**src/rtl/uart_pkg.sv**
```systemverilog
// Shared definitions for the UART receive path: FSM state encoding and default frame width.
// Parity support is selected per build with UART_RX_PARITY_EN.
package uart_pkg;

    localparam int DATA_BITS_DEF = 8;

    typedef enum logic [2:0] {
        ST_IDLE   = 3'd0,
        ST_START  = 3'd1,
        ST_DATA   = 3'd2,
        ST_PARITY = 3'd3,
        ST_STOP   = 3'd4
    } rx_state_t;

endpackage

```
**src/rtl/rx_sync.sv**
```systemverilog
// Purpose: two-flop synchroniser for the raw serial line plus falling-edge detector.
// Latency: rx_s lags rx by 2 clk; fall is asserted 2 clk after the line drops.
// Backpressure: none; free-running, idles high out of reset.
module rx_sync (
    input  logic clk,
    input  logic rstn,
    input  logic rx,
    output logic rx_s,
    output logic fall
);

    logic meta;
    logic rx_d;

    always_ff @(posedge clk or negedge rstn) begin
        if (!rstn) begin
            meta <= 1'b1;
            rx_s <= 1'b1;
            rx_d <= 1'b1;
        end else begin
            meta <= rx;
            rx_s <= meta;
            rx_d <= rx_s;
        end
    end

    assign fall = rx_d & ~rx_s;

endmodule

```
**src/rtl/uart_rx_fsm.sv**
```systemverilog
// Purpose: UART receive FSM; samples start/data/(parity)/stop on baud ticks, strobes rcv or frame_err.
// Latency: strobe 1 clk after the stop-bit tick; no backpressure, strobes are fire-and-forget.
// Build option: UART_RX_PARITY_EN adds an even-parity bit and the parity_err strobe.
module uart_rx_fsm
    import uart_pkg::*;
#(
    parameter int DATA_BITS = DATA_BITS_DEF
) (
    input  logic                 clk,
    input  logic                 rstn,
    input  logic                 rx,
    input  logic                 baud_tick,
    output logic                 baud_ena,
    output logic [DATA_BITS-1:0] data,
    output logic                 rcv,
    output logic                 frame_err,
    output logic                 busy
`ifdef UART_RX_PARITY_EN
    ,
    output logic                 parity_err
`endif
);

    logic                 rx_s;
    logic                 fall;
    rx_state_t            state;
    logic [2:0]           cnt;
    logic [DATA_BITS-1:0] shreg;
`ifdef UART_RX_PARITY_EN
    logic                 par_bit;
`endif

    rx_sync u_rx_sync (
        .clk  (clk),
        .rstn (rstn),
        .rx   (rx),
        .rx_s (rx_s),
        .fall (fall)
    );

    always_ff @(posedge clk or negedge rstn) begin
        if (!rstn) begin
            state     <= ST_IDLE;
            cnt       <= 3'd0;
            shreg     <= '0;
            data      <= '0;
            rcv       <= 1'b0;
            frame_err <= 1'b0;
            busy      <= 1'b0;
            baud_ena  <= 1'b0;
`ifdef UART_RX_PARITY_EN
            par_bit    <= 1'b0;
            parity_err <= 1'b0;
`endif
        end else begin
            rcv       <= 1'b0;
            frame_err <= 1'b0;
`ifdef UART_RX_PARITY_EN
            parity_err <= 1'b0;
`endif
            case (state)
                ST_IDLE: begin
                    if (fall) begin
                        state    <= ST_START;
                        baud_ena <= 1'b1;
                        busy     <= 1'b1;
                    end
                end
                ST_START: begin
                    if (baud_tick) begin
                        if (!rx_s) begin
                            state <= ST_DATA;
                            cnt   <= 3'd0;
                        end else begin
                            // Line was high again at mid start bit: treat as a glitch.
                            state    <= ST_IDLE;
                            baud_ena <= 1'b0;
                            busy     <= 1'b0;
                        end
                    end
                end
                ST_DATA: begin
                    if (baud_tick) begin
                        shreg <= {rx_s, shreg[DATA_BITS-1:1]};
                        cnt   <= cnt + 3'd1;
                        if (cnt == 3'(DATA_BITS - 1)) begin
`ifdef UART_RX_PARITY_EN
                            state <= ST_PARITY;
`else
                            state <= ST_STOP;
`endif
                        end
                    end
                end
`ifdef UART_RX_PARITY_EN
                ST_PARITY: begin
                    if (baud_tick) begin
                        par_bit <= rx_s;
                        state   <= ST_STOP;
                    end
                end
`endif
                ST_STOP: begin
                    if (baud_tick) begin
                        if (rx_s) begin
                            data <= shreg;
                            rcv  <= 1'b1;
`ifdef UART_RX_PARITY_EN
                            parity_err <= (^shreg) ^ par_bit;
`endif
                        end else begin
                            frame_err <= 1'b1;
                        end
                        state    <= ST_IDLE;
                        baud_ena <= 1'b0;
                        busy     <= 1'b0;
                    end
                end
                default: begin
                    state    <= ST_IDLE;
                    baud_ena <= 1'b0;
                    busy     <= 1'b0;
                end
            endcase
        end
    end

endmodule

```
**config.mk**
```make
export PLATFORM = sky130hd
export DESIGN_NAME = uart_rx_fsm
export DESIGN_NICKNAME = d
export VERILOG_FILES = /design/src/rtl/uart_pkg.sv /design/src/rtl/rx_sync.sv /design/src/rtl/uart_rx_fsm.sv
export SDC_FILE = /design/constraint.sdc
export NUM_CORES = 1
export LEC_CHECK = 0
export BUFFER_PORTS_ARGS = -buffer_cell sky130_fd_sc_hd__clkbuf_2
export CORE_MARGIN = 3
export CORE_UTILIZATION = 40
export DETAILED_ROUTE_END_ITERATION = 10
export GPL_ROUTABILITY_DRIVEN = 0
export PLACE_DENSITY = 0.64
export SLEW_MARGIN = 20
export SYNTH_ARGS = -nofsm -noshare
export SYNTH_HDL_FRONTEND = slang
export SYNTH_SLANG_ARGS = --single-unit
```
**constraint.sdc**
```tcl
create_clock -name clk -period 1.65 [get_ports clk]
set_input_delay 0.495 -clock clk [delete_from_list [all_inputs] [get_ports clk]]
set_output_delay 0.495 -clock clk [all_outputs]
set_load 0.02 [all_outputs]
```
# Word-level counts from Yosys, hierarchy flattened
# Cells that the tools add are included.
[totals] ff_bits=28 latchBits=0 ram_bits=0 romBits=0 inputBits=4 out_inout_bits=12 word_cells=54 n_memories=0
[classes] add_sub_neg=1 n_mul=0 div_mod_pow=0 n_lt_le_gt_ge=0 n_eq_ne=11 shifts=0 mux=22 bitwise_logic=3 reduce_logical=7
[ops] operator="2-to-1 mux 3 bit" count=8
[ops] operator="inequality test 2 bit, second input constant" count=6
[ops] operator="one-hot mux 3 bit (4 select lines)" count=1
[ops] operator="2-to-1 mux 1 bit" count=10
[ops] operator="AND reduction 5 bit" count=2
[ops] operator="equality test 3 bit, second input constant" count=2
[ops] operator="one-hot mux 3 bit (2 select lines)" count=1
[ops] operator="one-hot mux 1 bit (4 select lines)" count=1
[ops] operator="AND reduction 4 bit" count=1
[ops] operator="adder 3 x 1 -> 3 bit, second input constant" count=1
[ops] operator="equality test 3 x 1 -> 1 bit, second input constant" count=1
[ops] operator="equality test 3 x 2 -> 1 bit, second input constant" count=1
[ops] operator="logical NOT 3 bit" count=1
[ops] operator="AND reduction 3 bit" count=1
[ops] operator="2-to-1 mux 2 bit" count=1
[ops] operator="inequality test 2 x 1 -> 1 bit, second input constant" count=1
[ops] operator="inverter 1 bit" count=2
[ops] operator="AND reduction 2 bit" count=1
[ops] operator="nonzero test 2 bit" count=1
[ops] operator="bitwise AND 1 bit" count=1

# Logic depth before layout (Yosys ltp)
# Gate-level depths: netlist of the first run.
[logic_depth] ltp_word=4 ltp_mapped=5 mapped_depth_nobuf=5

# Modules after synthesis
# From an unflattened synthesis of the first run, not the netlist that was laid out.
[hier_totals] hier_cells=103 hier_area_um2=1217.4
[modules_own_cells] mod="uart_rx_fsm" n_inst=1 cells_per_inst=99 area_per_inst_um2=1124.8 seq_area_each_um2=625.6
[modules_own_cells] mod="rx_sync" n_inst=1 cells_per_inst=4 area_per_inst_um2=92.6 seq_area_each_um2=78.8

# Worst setup path after synthesis of the first run
# OpenSTA, ideal clock, no wires.
[synth_timing] kind="register to register" from="reg u_rx_sync.rx_s" to="reg data[0]" setup_ns=0.128 arrival_time_ns=1.292 required_time_ns=1.522 path_slack_ns=0.231 stages_incl_launch_ff=4 n_path_buf=1 synth_period_minus_slack_ns=1.419 cell_sequence="dfstp_2 clkbuf_1 nand4_4 mux2_1"
[synth_between] elab_chain_len=1
[synth_rtl] element="start: declaration" line="rx_sync.sv:8" rtl="output logic rx_s,"
[synth_rtl] element="start signal: assignment" line="rx_sync.sv:22" rtl="rx_s <= meta;"
[synth_rtl] element="AND reduction 3 bit (no line)"
[synth_rtl] element="end signal: assignment" line="uart_rx_fsm.sv:106" rtl="data <= shreg;"
[synth_rtl] element="end: declaration" line="uart_rx_fsm.sv:14" rtl="output logic [DATA_BITS-1:0] data,"
# Every way passes these cells.
# A chain may end at the register's enable or synchronous reset.

# Worst setup path in the final report of the first run
[layout_timing] from="reg state[1]" to="reg data[6]"
[layout_between] elab_chain_len=2
[layout_rtl] element="start: declaration" line="uart_rx_fsm.sv:26" rtl="rx_state_t state;"
[layout_rtl] element="start signal: assignment" line="uart_rx_fsm.sv:43" rtl="state <= ST_IDLE;"
[layout_rtl] element="start signal: assignment" line="uart_rx_fsm.sv:64" rtl="state <= ST_START;"
[layout_rtl] element="start signal: assignment" line="uart_rx_fsm.sv:72" rtl="state <= ST_DATA;"
[layout_rtl] element="equality test 3 bit" line="uart_rx_fsm.sv:61" rtl="case (state)"
[layout_rtl] element="AND reduction 3 bit (no line)"
# Every way passes these cells.

==> results.cfg, run 1 <==
[yosys]
ys.flop_type = dfrtp_1
postSynthAreaPerCell_um2 = 11.4
synth_cell_types = 28
netlist_instances = 106
ys_ff_latch = 28
ys_warn_count = 0
yosys-top-cells-count = 25 x dfrtp_1, 25 x nand2_1, 8 x mux2_1, 5 x a21oi_1, 5 x nor2_1
yosysTopAreaCellShare = 0.517
synth_edf_count = 0
synth_top_area_cell = dfrtp_1
postSynthNetCount = 112
ys_seq_area_frac = 0.582
synth_area_mm2 = 0.00121
synthArstFlopShare = 1.00
synth_area_leaders = dfrtp_1 52%, nand2_1 7.7%, mux2_1 7.4%, dfstp_2 6.5%, a21oi_1 2.1%

[timing]
rsz0062_at_grt = false
hold_viol = 0
min_period_ns = 1.44
fin_crit_sh = 0.873
clock_skew_ns = 0.00686
max_freq_mhz = 694
slew_viol_final = 0
final.setup.tns_ns = 0
worst_pin_slew_ns = 0.418
finalSetupViolations = 0
whs_ns = 0.0544
slew_headroom = 0.721

[clock_network]
post_cts.repair.setup_buffers = 0
ctsResizeCount = 0
cts.path.max_buffers = 2
cts.sinks = 28
cts_root_buffer = clkbuf_4
cts_tree = done
clock_latency_ns = 0.32
hold_buffers = 0
numCtsBuffers = 3
clkTransAtPathRegs_ns = 0.15
htree_levels = 1

[drt]
vias_per_cell = 5.09
ant_nets = 0
drt_iter0_drc = 15
via_count = 773
drc = 0
finalWirelength_um = 1960
drt-wirelength-per-cell_um = 12.9
first_pass_iters = 4

[setup_path]
reg2reg_slack_ns = 0.21
cp.required_ns = 1.87
worst-setup-path-type = reg -> reg
rr_endpoint = data[6]$_DFFE_PN0P_
worst_setup_path_start_kind = flip-flop
r2r-start = state[1]$_DFFE_PN0P_
r2r_cells = 3
endpoint_kind = flip-flop
cp_max_fo = 13
worstPathArrival_ns = 1.66

[global_routing]
track_usage = 0.125
grt_max_degree = 16
grt_pass1_wl_um = 3480
antenna_found_initial = 0
grt_pass1_vias = 777
grt_overflow = 0

[floorplan]
rows = 19
core_mm2 = 0.00283
ios = 16
die_h_um = 61.0
start_util = 0.428
die_w_um = 61.0
dieArea_mm2 = 0.00372

[place]
dpl.hpwl_um = 1450
io_buffers = 15

[final_layout]
num-fill-cells = 275
drive_above_1_share = 0.264
num_antenna_cells = 0
nets = 128
syn2layout_area_growth_pct = 12.1

[power]
peakVddDrop_v = 0.000588
leakage_nw = 0.713
p_per_area_mw_per_mm2 = 1330

[status]
status = finished clean

[flow_run]
drv_cap = 0

[min_path]
min_path_type = in -> async
cell type report:
cell class              count  area (µm²)  share of cell area
flip-flops and latches     28         704               0.519
multi-input cells          66         445               0.328
clock buffers               4        36.3              0.0267
repair buffers             19         118              0.0866
inverters                   4        15.0              0.0111
well taps                  31        38.8              0.0286
critical path: stages (launching register included):
cell and delay, ns:
dfrtp_1 0.55, nor2_4 0.21, nand4_4 0.21, mux2_1 0.36
cells in the final DEF, fill, tap and decap left out, drive strengths merged, types with 2 or more instances in the layout:
master and count:
a211oi 2, a21oi 6, buf 4, clkbuf 19, dfrtp 25, dfstp 3
ha 2, inv 4, mux2 8, nand2 25, nand3 2, nand4bb 2
nor2 6, nor3b 2, o22ai 2
kinds of logic (layout without fill, tap and decap cells):
logic type	Yosys count	after routing	synth area share
AND/OR/NAND/NOR	44	44	0.205
flip-flops	28	28	0.582
AO/OA/AOI/OAI	12	12	0.0682
buffers and inverters	12	27	0.0506
multiplexers	8	8	0.0744
adder cells (fa/ha/maj)	2	2	0.0207
stage by stage:
step           setup slack, ns  utilization  power [mW]  instance area (µm²)  instances
2_1_floorplan            0.231            -        1.39                 1210        106
3_3_place_gp             0.206        0.467        1.48                 1320        148
3_5_place_dp             0.164        0.467        1.50                 1320        148
4_1_cts                  0.179        0.480        1.83                 1360        152
5_1_grt                 0.0780        0.480        1.94                 1360        152
6_report                 0.209        0.480        1.80                 1360        152
worst max-delay path by stage:
stage                              from                   end  slack, ns  cells after the start
3_3_place_gp                  baud_tick    cnt[0]$_DFFE_PN0P_       0.21                      4
3_5_place_dp                  baud_tick  shreg[2]$_DFFE_PN0P_       0.16                      5
5_1_grt            state[1]$_DFFE_PN0P_  shreg[3]$_DFFE_PN0P_       0.08                      4
6_report           state[1]$_DFFE_PN0P_   data[6]$_DFFE_PN0P_       0.21                      3
4_1_cts            state[1]$_DFFE_PN0P_   data[2]$_DFFE_PN0P_       0.18                      3
2_1_floorplan  u_rx_sync.rx_s$_DFF_PN1_   data[0]$_DFFE_PN0P_       0.23                      3
routing by layer:
layer	vias to the layer above	global-route usage	share of wire
met5	-	0	0
met4	0	0.0464	0.0071
met3	2	0.0210	0.027
met2	10	0.192	0.46
met1	371	0.178	0.50
li1	390	-	-
registers in the layout (all words and copies together) (netlist names), 3 cells and up:
| name | count |
|---|---|
| data | 8 |
| state | 3 |
| shreg | 8 |
| cnt | 3 |
power by group:
group	internal, mW	switching [mW]	total [mW]
combinational	0.218	0.249	0.467
clock	0.135	0.193	0.328
sequential	0.831	0.176	1.01
total	1.18	0.619	1.80
Power figures use the tool's default switching activity.
==> run 2: changes to the inputs <==
--- a/config.mk
+++ b/config.mk
@@ -10,7 +10,7 @@
 export CORE_UTILIZATION = 40
 export DETAILED_ROUTE_END_ITERATION = 10
 export GPL_ROUTABILITY_DRIVEN = 0
-export PLACE_DENSITY = 0.64
+export PLACE_DENSITY = 0.66
 export SLEW_MARGIN = 20
 export SYNTH_ARGS = -nofsm -noshare
 export SYNTH_HDL_FRONTEND = slang
==> constraint.sdc (replaced) <==
create_clock -name clk -period 1.3 [get_ports clk]
set_input_delay 0.39 -clock clk [delete_from_list [all_inputs] [get_ports clk]]
set_output_delay 0.39 -clock clk [all_outputs]
set_load 0.02 [all_outputs]
==> run 2 against run 1 <==
The run now ends with setup timing left. Non-clock buffer count grew 19. Flip-flop and latch count is the same. Clock skew is essentially flat. Cell area grew 18%. Register-to-register slack lost 0.22 ns. Clock power grew 70%. Sequential share of layout area shrank 7.5 points. Core utilization grew 8.4 points.
==> results.cfg, run 2 (same netlist as run 1, synthesis figures left out) <==
[clock_network]
clock_latency_ns = 0.32
clkTransAtPathRegs_ns = 0.15
htree_levels = 1
cts_tree = done
cts.path.max_buffers = 2
cts.sinks = 28
cts_root_buffer = clkbuf_4
numCtsBuffers = 3

[final_layout]
finalInstanceArea_mm2 = 0.00160
num-fill-cells = 255
drive_above_1_share = 0.418
nets = 148
reg.largest.list = data: 8 flops, shreg: 8 flops
layout_common_cells = 25 x nand2_1, 22 x dfrtp_1, 22 x buf_4
num_antenna_cells = 0
syn2layout_area_growth_pct = 31.8
mostFrequentLayoutCell = nand2_1

[floorplan]
start_util = 0.428
ios = 16
die_h_um = 61.0
core_mm2 = 0.00283
rows = 19
dieArea_mm2 = 0.00372
die_w_um = 61.0

[setup_path]
worst_setup_path_start_kind = flip-flop
worstPathArrival_ns = 1.53
cp.required_ns = 1.52
r2r_cells = 3
endpoint_kind = flip-flop
r2r-start = state[0]$_DFFE_PN0P_
cp_max_fo = 7
rr_endpoint = data[4]$_DFFE_PN0P_
worst-setup-path-type = reg -> reg
reg2reg_slack_ns = -0.008

[timing]
finalSetupViolations = 3
rsz0062_at_grt = true
hold_viol = 0
final.setup.tns_ns = -0.0221
worst_pin_slew_ns = 0.342
min_period_ns = 1.31
clock_skew_ns = 0.00664
fin_crit_sh = 1.01
max_freq_mhz = 764
finalWorstSetupSlack_ns = -0.00841
slew_headroom = 0.772
whs_ns = 0.0325
slew_viol_final = 0

[place]
preCtsSetupSlack_ns = -0.0497
dpl_cell_area_mm2 = 0.00137
io_buffers = 15
dpl.hpwl_um = 1520

[global_routing]
grt_pass1_wl_um = 3570
antenna_found_initial = 0
track_usage = 0.129
grt_overflow = 0
grt_pass1_vias = 806
grt_max_degree = 29

[drt]
ant_nets = 0
drt_iter0_drc = 35
first_pass_iters = 4
finalWirelength_um = 2360
vias_per_cell = 5.08
drc = 0
drt-wirelength-per-cell_um = 13.7
via_count = 874

[power]
leakage_nw = 0.831
peakVddDrop_v = 0.000711
power_mw = 2.70
p_per_area_mw_per_mm2 = 1690

[flow_run]
drv_cap = 0

[status]
status = complete, but fails checks
failed_checks = setup timing

[min_path]
min_path_type = in -> async
[run 2: cell count changes in the layout (fill, tap and decap cells not counted), moves of 3 or more]
cell	previous run	this run
dfrtp_2	0	3
buf_2	0	3
buf_6	0	8
clkbuf_2	15	5
dfrtp_1	25	22
buf_4	3	22
[run 2: worst max path at each step]
stage	startpoint	to	slack [ns]	depth (start not counted)
final	state[0]$_DFFE_PN0P_	data[4]$_DFFE_PN0P_	-0.008	3
after global routing	u_rx_sync.rx_s$_DFF_PN1_	busy$_DFFE_PN0P_	-0.06	4
after CTS	busy$_DFFE_PN0P_	baud_ena	-0.02	1
after detailed placement	state[1]$_DFFE_PN0P_	data[3]$_DFFE_PN0P_	-0.05	3
after global placement	state[1]$_DFFE_PN0P_	shreg[3]$_DFFE_PN0P_	-0.0003	5
after floorplan	u_rx_sync.rx_s$_DFF_PN1_	data[0]$_DFFE_PN0P_	0.009	3
[run 2: cell type report]
class                           instances  area (µm²)  share of cell area
Multi-Input combinational cell         67         487               0.305
Clock buffer                            3        22.5              0.0141
Inverter                                4        15.0             0.00940
Tap cell                               31        38.8              0.0243
Clock inverter                          1        30.0              0.0188
Timing Repair Buffer                   38         295               0.185
Sequential cell                        28         708               0.444
[run 2: through the flow]
stage / std cells / utilization
2_1_floorplan: 106 / -
3_3_place_gp: 156 / 0.484
3_5_place_dp: 156 / 0.484
4_1_cts: 165 / 0.518
5_1_grt: 172 / 0.564
6_report: 172 / 0.564
[run 2: what timing repair did]
action / in CTS / in global routing
setup buffers: 5 / 6
gates cloned: 0 / 1
hold buffers: 0 / 0
resized for setup: 3 / 29
pin swaps: 1 / 1
endpoints found under the setup margin: 19 / 31
[run 2: worst max-delay path: stages, from the launching register on]
cell	delay, ns
dfrtp_2	0.51
nor2_4	0.17
nand4_2	0.19
mux2_1	0.35
[run 2: layer usage]
metal	global-route usage	part of all wire
met1	0.173	0.47
met4	0.0372	0.0055
met2	0.204	0.50
met3	0.0356	0.031
met5	0	0
[run 2: power by group]
group | internal (mW) | switching, mW | total, mW
Clock | 0.312 | 0.245 | 0.557
Sequential | 1.06 | 0.186 | 1.25
Combinational | 0.458 | 0.436 | 0.894
==> run 3: changes to the inputs <==
--- a/config.mk
+++ b/config.mk
@@ -6,7 +6,8 @@
 export NUM_CORES = 1
 export LEC_CHECK = 0
 export BUFFER_PORTS_ARGS = -buffer_cell sky130_fd_sc_hd__clkbuf_2
-export CORE_MARGIN = 3
+export CORE_ASPECT_RATIO = 1.5
+export CORE_MARGIN = 4
 export CORE_UTILIZATION = 40
 export DETAILED_ROUTE_END_ITERATION = 10
 export GPL_ROUTABILITY_DRIVEN = 0
==> run 3 against run 2 <==
The run now ends clean. Combinational power is 14% lower. Via count is 4.7% lower. Maximum frequency is 1.9% higher. Power is 5.3% lower. Final cell count is 2.3% lower. Sequential share of layout area is 4.7 points higher. Critical endpoint is now data[0]$_DFFE_PN0P_. Largest power group unchanged.
==> results.cfg, run 3 (same netlist as run 1, synthesis figures left out) <==
[final_layout]
multiInputGateArea_um2 = 450
nets = 136
finalInstanceArea_mm2 = 0.00144
layout_common_cells = 25 x nand2_1, 23 x dfrtp_1, 14 x clkbuf_2
num_antenna_cells = 0
drive_above_1_share = 0.333
reg.largest.list = data: 8 flops, shreg: 8 flops
syn2layout_area_growth_pct = 19.0
register_area_um2 = 707
post-route-util = 0.495
num-fill-cells = 286
mostFrequentLayoutCell = nand2_1

[global_routing]
antenna_found_initial = 0
grt_pass1_vias = 886
busiest_layer = met2
grt_overflow = 0
met2_usage = 0.211
grtUsageMet1 = 0.151
track_usage = 0.132
grt_pass1_wl_um = 3790
grt_max_degree = 29
use_met3 = 0.0196

[floorplan]
start_util = 0.416
die_w_um = 52.9
rows = 24
die_h_um = 75.4
dieArea_mm2 = 0.00399
ios = 16
core_mm2 = 0.00291

[drt]
vias_per_cell = 4.96
drt_iter0_drc = 23
first_pass_iters = 4
drc = 0
finalWirelength_um = 2180
drt-wirelength-per-cell_um = 13.0
via_count = 833
ant_nets = 0

[clock_network]
clock_latency_ns = 0.27
cts_tree = done
htree_levels = 1
cts_root_buffer = clkbuf_8
numCtsBuffers = 3
clkTransAtPathRegs_ns = 0.09
cts.sinks = 28
hold_buffers = 0
cts.path.max_buffers = 2

[power]
p_seq_frac = 0.494
clkPwrFrac = 0.207
leakage_nw = 0.753
pwr-share-comb = 0.300
p_int_mw = 1.71
switching_share = 0.329
p_switching_uw = 841
p_per_area_mw_per_mm2 = 1770
peakVddDrop_v = 0.000823

[flow_run]
drv_cap = 0

[setup_path]
r2r_cells = 2
rr_endpoint = data[0]$_DFFE_PN0P_
cp.required_ns = 1.46
cp_max_fo = 9
max_stage_delay_ns = 0.60
crit_chain = nand4_4, mux2_1
worst_setup_path_start_kind = flip-flop
reg2reg_slack_ns = 0.02
endpoint_kind = flip-flop
worstPathArrival_ns = 1.45
r2r-start = u_rx_sync.rx_s$_DFF_PN1_
critical-path-top-delay-family = flip-flops
cpMaxStageDelayCell = dfstp_2
cp.buffers_inverters = 0
worst-setup-path-type = reg -> reg

[place]
io_buffers = 15
dpl.hpwl_um = 1580
preCtsSetupSlack_ns = -0.0548
dpl_cell_area_mm2 = 0.00137

[timing]
max_freq_mhz = 779
fin_crit_sh = 0.988
finalSetupViolations = 0
slew_headroom = 0.773
rsz0062_at_grt = true
clock_skew_ns = 0.00242
final.setup.tns_ns = 0
finalWorstSetupSlack_ns = 0.0159
hold_viol = 0
min_period_ns = 1.28
worst_pin_slew_ns = 0.341
slew_viol_final = 0

[status]
status = finished clean

[min_path]
min_path_type = in -> async
## run 3: cell types whose count changed in the layout (fill, tap and decap cells not counted), sizes merged
cell    change
buf        -20
clkbuf     +10
bufinv      -1
nand4       -1
## run 3: power by group through the flow
stage	logic, mW	clock network [mW]	registers [mW]
after global routing	0.848	0.577	1.29
after floorplan	0.556	0	1.21
after detailed placement	0.742	0	1.27
final	0.766	0.528	1.26
after global placement	0.708	0	1.25
after CTS	0.750	0.558	1.26
## run 3: how the worst max path moves through the flow
stage,depth (start not counted),start,to
finish,2,u_rx_sync.rx_s$_DFF_PN1_,data[0]$_DFFE_PN0P_
floorplan,3,u_rx_sync.rx_s$_DFF_PN1_,data[0]$_DFFE_PN0P_
global placement,4,baud_tick,cnt[0]$_DFFE_PN0P_
global route,3,state[1]$_DFFE_PN0P_,data[0]$_DFFE_PN0P_
detailed placement,4,baud_tick,cnt[0]$_DFFE_PN0P_
CTS,2,u_rx_sync.rx_s$_DFF_PN1_,data[0]$_DFFE_PN0P_
## run 3: through the flow
stage,hold slack (ns),cells,total power [mW]
2_1_floorplan,0.0944,106,1.77
3_3_place_gp,0.345,163,1.95
3_5_place_dp,0.348,163,2.01
4_1_cts,0.103,167,2.56
5_1_grt,0.121,168,2.72
6_report,0.0987,168,2.56
## run 3: layout make-up
class,instances,share of cell area
Clock buffer,4,0.0382
Inverter,4,0.0104
Multi-Input combinational cell,66,0.313
Sequential cell,28,0.490
Tap cell,39,0.0339
Timing Repair Buffer,27,0.115
## run 3: layer usage
metal / up-vias / part of all wire
li1: 403 / -
met1: 414 / 0.42
met2: 11 / 0.51
met3: 5 / 0.026
met4: 0 / 0.035
met5: - / 0
## run 3: repair_timing
item / in CTS / in global routing
buffers inserted: 0 / 1
gates resized for setup: 2 / 2
endpoints found under the setup margin: 9 / 20
endpoints found under the hold margin: 0 / 0
pin swaps: 1 / 0
